<file path="src/rtl/i_execute_pkg.sv">
// Shared EX-stage definitions: ALU op classes,
// funct codes, ALU control codes, multiply FSM states.
package i_execute_pkg;

  localparam logic [1:0] AOP_ADD   = 2'b00;
  localparam logic [1:0] AOP_SUB   = 2'b01;
  localparam logic [1:0] AOP_FUNCT = 2'b10;
  localparam logic [1:0] AOP_ZERO  = 2'b11;

  localparam logic [5:0] F_ADD = 6'h20;
  localparam logic [5:0] F_SUB = 6'h22;
  localparam logic [5:0] F_AND = 6'h24;
  localparam logic [5:0] F_OR  = 6'h25;
  localparam logic [5:0] F_SLT = 6'h2A;
  localparam logic [5:0] F_MUL = 6'h18;

  typedef enum logic [2:0] {
    ALU_ADD,
    ALU_SUB,
    ALU_AND,
    ALU_OR,
    ALU_SLT,
    ALU_MUL,
    ALU_ZERO
  } alu_ctl_e;

  typedef enum logic [1:0] {
    MS_IDLE,
    MS_BUSY,
    MS_DONE
  } mul_state_e;

  function automatic alu_ctl_e alu_ctl(
    input logic [1:0] op,
    input logic [5:0] f
  );
    alu_ctl_e c;
    c = ALU_ZERO;
    unique case (1'b1)
      (op == AOP_ADD): c = ALU_ADD;
      (op == AOP_SUB): c = ALU_SUB;
      (op == AOP_FUNCT): begin
        case (f)
          F_ADD:   c = ALU_ADD;
          F_SUB:   c = ALU_SUB;
          F_AND:   c = ALU_AND;
          F_OR:    c = ALU_OR;
          F_SLT:   c = ALU_SLT;
          F_MUL:   c = ALU_MUL;
          default: c = ALU_ZERO;
        endcase
      end
      default: c = ALU_ZERO;
    endcase
    return c;
  endfunction

endpackage

</file>
<file path="src/rtl/i_execute_mul_unit.sv">
// Iterative shift-add multiplier with a fixed
// WIDTH-cycle busy phase and start/busy/done handshake.
module mul_unit
  import i_execute_pkg::*;
#(
  parameter int WIDTH = 32
) (
  input  logic             clk,
  input  logic             rst_n,
  input  logic             i_start,
  input  logic             i_flush,
  input  logic [WIDTH-1:0] i_a,
  input  logic [WIDTH-1:0] i_b,
  output logic             o_busy,
  output logic             o_done,
  output logic [WIDTH-1:0] o_result
);

  localparam int CW = $clog2(WIDTH);
  localparam logic [CW-1:0] LAST = CW'(WIDTH - 1);

  mul_state_e       r_state;
  mul_state_e       w_next;
  logic [WIDTH-1:0] r_acc;
  logic [WIDTH-1:0] r_mcand;
  logic [WIDTH-1:0] r_mplier;
  logic [CW-1:0]    r_count;

  // State register.
  always_ff @(posedge clk or negedge rst_n) begin
    if (!rst_n) r_state <= MS_IDLE;
    else        r_state <= w_next;
  end

  // Next-state: flush always returns to IDLE.
  always_comb begin
    w_next = r_state;
    if (i_flush) begin
      w_next = MS_IDLE;
    end else begin
      unique case (r_state)
        MS_IDLE: if (i_start) w_next = MS_BUSY;
        MS_BUSY: if (r_count == LAST) w_next = MS_DONE;
        MS_DONE: w_next = MS_IDLE;
        default: w_next = MS_IDLE;
      endcase
    end
  end

  // Outputs: stall covers the start cycle and BUSY.
  always_comb begin
    o_busy = 1'b0;
    o_done = 1'b0;
    if (rst_n && !i_flush) begin
      unique case (r_state)
        MS_IDLE: o_busy = i_start;
        MS_BUSY: o_busy = 1'b1;
        MS_DONE: o_done = 1'b1;
        default: o_busy = 1'b0;
      endcase
    end
  end

  // Operand load and one shift-add step per BUSY cycle.
  always_ff @(posedge clk or negedge rst_n) begin
    if (!rst_n) begin
      r_acc    <= '0;
      r_mcand  <= '0;
      r_mplier <= '0;
      r_count  <= '0;
    end else if (i_flush) begin
      r_count <= '0;
    end else if (r_state == MS_IDLE && i_start) begin
      r_acc    <= '0;
      r_mcand  <= i_a;
      r_mplier <= i_b;
      r_count  <= '0;
    end else if (r_state == MS_BUSY) begin
      if (r_mplier[0]) r_acc <= r_acc + r_mcand;
      r_mcand  <= r_mcand << 1;
      r_mplier <= r_mplier >> 1;
      r_count  <= r_count + CW'(1);
    end
  end

  assign o_result = r_acc;

endmodule

</file>
<file path="src/rtl/i_execute.sv">
// MIPS EX stage: ALU control, operand/dest muxes,
// branch target, multiplier and the EX/MEM latch.
module i_execute
  import i_execute_pkg::*;
#(
  parameter int WIDTH = 32
) (
  input  logic             clk,
  input  logic             rst_n,
  input  logic [WIDTH-1:0] ID_EX_npc,
  input  logic [WIDTH-1:0] ID_EX_rdata1,
  input  logic [WIDTH-1:0] ID_EX_rdata2,
  input  logic [WIDTH-1:0] ID_EX_sign_ext,
  input  logic [4:0]       ID_EX_instr_2016,
  input  logic [4:0]       ID_EX_instr_1511,
  input  logic [1:0]       ID_EX_wb_ctlout,
  input  logic [2:0]       ID_EX_m_ctlout,
  input  logic             ID_EX_reg_dst,
  input  logic [1:0]       ID_EX_alu_op,
  input  logic             ID_EX_alu_src,
  input  logic             ex_flush,
  output logic             ex_stall,
  output logic [1:0]       EX_MEM_wb_ctlout,
  output logic [2:0]       EX_MEM_m_ctlout,
  output logic [WIDTH-1:0] EX_MEM_add_result,
  output logic             EX_MEM_zero,
  output logic [WIDTH-1:0] EX_MEM_alu_result,
  output logic [WIDTH-1:0] EX_MEM_rdata2,
  output logic [4:0]       EX_MEM_five_bit_muxout
);

  alu_ctl_e         w_ctl;
  logic [WIDTH-1:0] w_alu_b;
  logic [WIDTH-1:0] w_res;
  logic [WIDTH-1:0] w_mul_res;
  logic [WIDTH-1:0] w_target;
  logic [4:0]       w_dst;
  logic             w_busy;
  logic             w_done;

  assign w_ctl    = alu_ctl(ID_EX_alu_op, ID_EX_sign_ext[5:0]);
  assign w_alu_b  = ID_EX_alu_src ? ID_EX_sign_ext : ID_EX_rdata2;
  assign w_dst    = ID_EX_reg_dst ? ID_EX_instr_1511
                                  : ID_EX_instr_2016;
  assign w_target = ID_EX_npc + (ID_EX_sign_ext << 2);
  assign ex_stall = w_busy;

  mul_unit #(
    .WIDTH(WIDTH)
  ) u_mul (
    .clk     (clk),
    .rst_n   (rst_n),
    .i_start (w_ctl == ALU_MUL),
    .i_flush (ex_flush),
    .i_a     (ID_EX_rdata1),
    .i_b     (w_alu_b),
    .o_busy  (w_busy),
    .o_done  (w_done),
    .o_result(w_mul_res)
  );

  // ALU result select.
  always_comb begin
    w_res = '0;
    unique case (w_ctl)
      ALU_ADD: w_res = ID_EX_rdata1 + w_alu_b;
      ALU_SUB: w_res = ID_EX_rdata1 - w_alu_b;
      ALU_AND: w_res = ID_EX_rdata1 & w_alu_b;
      ALU_OR:  w_res = ID_EX_rdata1 | w_alu_b;
      ALU_SLT: w_res = {{(WIDTH-1){1'b0}},
                        $signed(ID_EX_rdata1) < $signed(w_alu_b)};
      ALU_MUL: w_res = w_done ? w_mul_res : '0;
      default: w_res = '0;
    endcase
  end

  // EX/MEM latch: flush/stall insert a control bubble, data holds.
  always_ff @(posedge clk or negedge rst_n) begin
    if (!rst_n) begin
      EX_MEM_wb_ctlout       <= '0;
      EX_MEM_m_ctlout        <= '0;
      EX_MEM_add_result      <= '0;
      EX_MEM_zero            <= 1'b0;
      EX_MEM_alu_result      <= '0;
      EX_MEM_rdata2          <= '0;
      EX_MEM_five_bit_muxout <= '0;
    end else if (ex_flush || ex_stall) begin
      EX_MEM_wb_ctlout <= '0;
      EX_MEM_m_ctlout  <= '0;
    end else begin
      EX_MEM_wb_ctlout       <= ID_EX_wb_ctlout;
      EX_MEM_m_ctlout        <= ID_EX_m_ctlout;
      EX_MEM_add_result      <= w_target;
      EX_MEM_zero            <= (w_res == '0);
      EX_MEM_alu_result      <= w_res;
      EX_MEM_rdata2          <= ID_EX_rdata2;
      EX_MEM_five_bit_muxout <= w_dst;
    end
  end

endmodule
</file>
<file path="config.mk">
export PLATFORM = sky130hd
export DESIGN_NAME = i_execute
export DESIGN_NICKNAME = d
export VERILOG_FILES = /design/src/rtl/i_execute_pkg.sv /design/src/rtl/i_execute_mul_unit.sv /design/src/rtl/i_execute.sv
export SDC_FILE = /design/constraint.sdc
export NUM_CORES = 1
export LEC_CHECK = 0
export ABC_AREA = 1
export CORE_AREA = 2 2 196 198
export CTS_BUF_LIST = sky130_fd_sc_hd__clkbuf_4 sky130_fd_sc_hd__clkbuf_8 sky130_fd_sc_hd__clkbuf_16
export CTS_CLUSTER_DIAMETER = 100
export CTS_CLUSTER_SIZE = 12
export DETAILED_ROUTE_END_ITERATION = 7
export DIE_AREA = 0 0 198 200
export PLACE_DENSITY = 0.75
export SLEW_MARGIN = 20
export SYNTH_ARGS = -nofsm -noshare
export SYNTH_HDL_FRONTEND = slang
export SYNTH_SLANG_ARGS = --single-unit
</file>
<file path="constraint.sdc">
create_clock -name clk -period 2.57 [get_ports clk]
set_clock_uncertainty 0.05 [all_clocks]
set_input_delay 0.3855 -clock clk [delete_from_list [all_inputs] [get_ports clk]]
set_output_delay 0.3855 -clock clk [all_outputs]
set_load 0.01 [all_outputs]
</file>
==> qor.csv <==
stage,metric,value,unit
status,status,"complete, but fails checks",
status,failing checks,negative setup slack,
cts,clk buf depth,3,
sta,Peak Freq,0.354,GHz
place,DP Worst Slack,-1460,ps
cts,clock slew at reported path FFs,70,ps
sta,Setup Viol. Count Final,18,
final_layout,FF/Latch Area,0.00526,sq mm
setup_path,Max stage delay on crit path,280,ps
routing,DRT Pass-1 Iters,6,
routing,vias,24237,
final_layout,layout net count,4055,
setup_path,slowest CP cell,o21ai_4,
sta,RSZ-0062 raised after global routing,true,
routing,final wirelength,90300,um
sta,Rel. slew slack,38.9,%
die,Ports,258,
power_and_ir_drop,"IR drop worst, VDD",0.502,mV
die,Die W,198,um
place,IO Port Bufs,257,
final_layout,Fillers,2380,
synth,Syn Inst Count,2872,
die,Die H,200,um
synth,Simple-Gate Fraction of Synth Area,33.0,%
cts,clock root buffer,clkbuf_16,
synth,post-synth cell types,52,
place,area post-placement,0.0260,sq mm
synth,adder-cell area share of the yosys netlist,11.1,%
grt,largest net degree at the start of global routing,138,
synth,sequential-to-total area share from yosys stat,28.4,%
grt,grt ovf,0,
grt,global-route wire length before repair,130000,um
synth,post-synthesis xor/xnor area fraction,3.45,%
job,max-cap viol count,0,
grt,busiest grt layer,met2,
die,core area,0.0374,sq mm
setup_path,Crit path top cell by count,nand2_1,
grt,GRT met3 Usage,9.98,%
sta,slew at the pin with the worst max-slew slack,917,ps
final_layout,Antenna diodes,0,
final_layout,multi-input logic area,0.0139,sq mm
place,gpl congestion,1.09,
setup_path,"delay-heaviest family, CP",simple AND/OR/NAND/NOR gates,
sta,final slew viol count,0,
cts,Clock Sinks,210,
die,Cell Rows,71,
final_layout,layout cells sized above 1,34.1,%
setup_path,CP Class,in -> reg,
worst_hold_path,Hold Crit Class,in -> reg,
sta,fin crit share,110,%
cts,CTS tree,done,
cts,worst skew pair latency,530,ps
cts,TritonCTS buffer count,21,
final_layout,utilization after layout,80.5,%
sta,final worst slack,-258,ps
grt,vias in the first global route,23945,
setup_path,Required @ worst endpoint,3000,ps
routing,WL/cell,21.2,um
grt,antenna violations before repair,0,
synth,largest family of logic cells by synthesized area,simple AND/OR/NAND/NOR gates,
cts,# H-tree levels,1,
synth,Compound-Gate Fraction of Synth Area,13.6,%
routing,Post-route DRC,0,
routing,vias per std cell,5.70,
power_and_ir_drop,Leakage,0.0151,uW
synth,syn_nets,3184,
setup_path,largest fanout on the critical path,8,
setup_path,crit path launch type,primary input,
setup_path,flop-to-flop setup slack,10,ps
final_layout,Area Overhead vs Synth,62.6,%
grt,GRT met2 Usage,73.3,%
die,starting density of the core,49.5,%
synth,"FF+latch count, synth",210,
routing,Routed Antenna Nets,0,
setup_path,CP endpoint kind,register,
die,die area,0.0396,sq mm
synth,Post-Syn Area,0.0185,sq mm
power_and_ir_drop,Power Dens Cells,687,mW/mm^2
grt,routing usage on met1,50.9,%
sta,Final Hold Vio Count,0,
sta,min Tclk post-route,2830,ps
synth,synthesis warning total,0,
setup_path,"Arr. time, crit path",3260,ps
setup_path,worst path bufs/invs,7,
place,HPWL after DPL,64800,um
synth,synthesized area per cell,6.45,sq um
synth,mux share of post-synthesis cell area,0.0541,%
final_layout,Final Cell Area,0.0301,sq mm
routing,DR iter-0 viols,2432,
grt,GRT Total Usage,42.9,%
==> layout make-up <==
class / instances / area share, %
multi-input cells: 2175 / 46.1
repair buffers: 947 / 27.6
flip-flops and latches: 210 / 17.5
inverters: 388 / 4.90
well taps: 511 / 2.12
clock buffers: 22 / 1.77
clock inverters: 2 / 0.0540
==> cell usage in the layout, fill, tap and decap left out, types with 46 or more instances in the layout <==
master           synthesis  final
ha_1                   158     99
a31oi_1                 71     69
nor2_4                   2     49
buf_4                    1    596
inv_1                  378    340
o21ai_1                 24     46
nand2_1                931    783
nand3_1                181    140
o21ai_0                176    111
a21oi_1                108     70
nand2_2                  4    132
buf_6                    2     65
dfrtp_1                210    210
clkdlybuf4s50_1          0    196
nor2_2                   4     58
nor2_1                 282    181
==> power by group <==
part | total, uW | switching (uW) | internal [uW]
Combinational | 12700 | 7140 | 5530
Clock | 2850 | 1390 | 1470
Sequential | 5150 | 850 | 4300
Total | 20700 | 9380 | 11300
==> through the flow <==
step | total power [uW] | std cells | hold WS, ps | setup TNS, ps
finish | 20700 | 4255 | 90.0 | -2020
global route | 21700 | 4255 | 105 | -4710
CTS | 19100 | 4217 | 146 | -406
detailed placement | 15400 | 4118 | 415 | -136930
global placement | 15100 | 4118 | 413 | -114820
floorplan | 10900 | 2872 | 39.9 | -123
==> logic make-up (layout without fill, tap and decap cells) <==
family                     count (synthesis)  after routing
and+or+nand+nor                         1490           1490
DFF                                      210            210
AOI/OAI and AO/OA                        449            449
muxes                                      1              1
adders and majority gates                162            162
xor gates and xnor gates                  73             73
buffers and inverters                    487           1359
==> final timing paths <==
| check | startpoint | end | cells after the start |
|---|---|---|---|
| worst max-delay path | ID_EX_alu_src | EX_MEM_zero$_DFFE_PN0N_ | 25 |
| worst min-delay path | ID_EX_rdata2[1] | EX_MEM_rdata2[1]$_DFFE_PN0N_ | 3 |
| max in group asynchronous | rst_n | u_mul.r_mcand[11]$_DFFE_PN0P_ | 4 |
| min in group asynchronous | rst_n | u_mul.r_mplier[31]$_DFFE_PN0P_ | 3 |
| worst max register to register | u_mul.r_mcand[0]$_DFFE_PN0P_ | u_mul.o_result[20]$_DFFE_PN0P_ | 17 |
| worst min register to register | EX_MEM_alu_result[12]$_DFFE_PN0N_ | EX_MEM_alu_result[12]$_DFFE_PN0N_ | 2 |
==> tightest hold or removal path, cell delays in order <==
cell and delay (ps):
dlymetal6s2s_1 140, nand2_1 70, nand2_1 60
==> flip-flops by register name, summed over array words and instances (netlist names) <==
| name | cells |
|---|---|
| u_mul.r_mplier | 32 |
| EX_MEM_rdata2 | 32 |
| EX_MEM_wb_ctlout | 2 |
| EX_MEM_zero | 1 |
| u_mul.r_count | 5 |
| u_mul.o_result | 32 |
| u_mul.r_mcand | 32 |
| EX_MEM_alu_result | 32 |
| EX_MEM_m_ctlout | 3 |
| u_mul.r_state | 2 |
| EX_MEM_add_result | 32 |
| EX_MEM_five_bit_muxout | 5 |
==> cells in the mapped netlist (all sizes together) <==
cell type | number | area (sq um)
nand2 | 942 | 3600
inv | 385 | 1450
nor2 | 288 | 1110
dfrtp | 210 | 5260
o21ai | 200 | 1000
nand3 | 185 | 961
ha | 158 | 1980
a21oi | 113 | 592
a31oi | 71 | 444
buf | 50 | 264
clkbuf | 49 | 185
xor2 | 46 | 403
xnor2 | 27 | 236
nor3 | 24 | 120
or2 | 20 | 125
nand4 | 18 | 113
o21bai | 16 | 120
o211ai | 11 | 82.6
o21a | 10 | 75.1
a21o | 9 | 67.6
nand3b | 6 | 45.0
o22ai | 6 | 37.5
a21boi | 5 | 37.5
fa | 4 | 80.1
nor4 | 4 | 25.0
clkinv | 3 | 21.3
a22o | 2 | 17.5
and3 | 2 | 12.5
o2111ai | 2 | 17.5
a22oi | 1 | 7.51
and2 | 1 | 6.26
mux2i | 1 | 10.0
o221a | 1 | 11.3
o2bb2ai | 1 | 8.76
o31ai | 1 | 7.51
==> metal layers <==
metal	part of all wire [%]	vias to the layer above	wire, um
met4	6.5	0	5900
met2	46	1463	41400
li1	-	10872	-
met5	0	-	0
met1	38	11550	34200
met3	9.8	352	8870
==> repair_timing <==
item | in CTS | in global routing
setup endpoints to repair | 200 | 60
gates resized for setup | 474 | 300
buffers inserted | 74 | 41
pin swaps | 160 | 171
cloned | 2 | 0
hold endpoints to repair | 73 | 0
hold buffers | 1 | 0
Power figures use the tool's default switching activity.
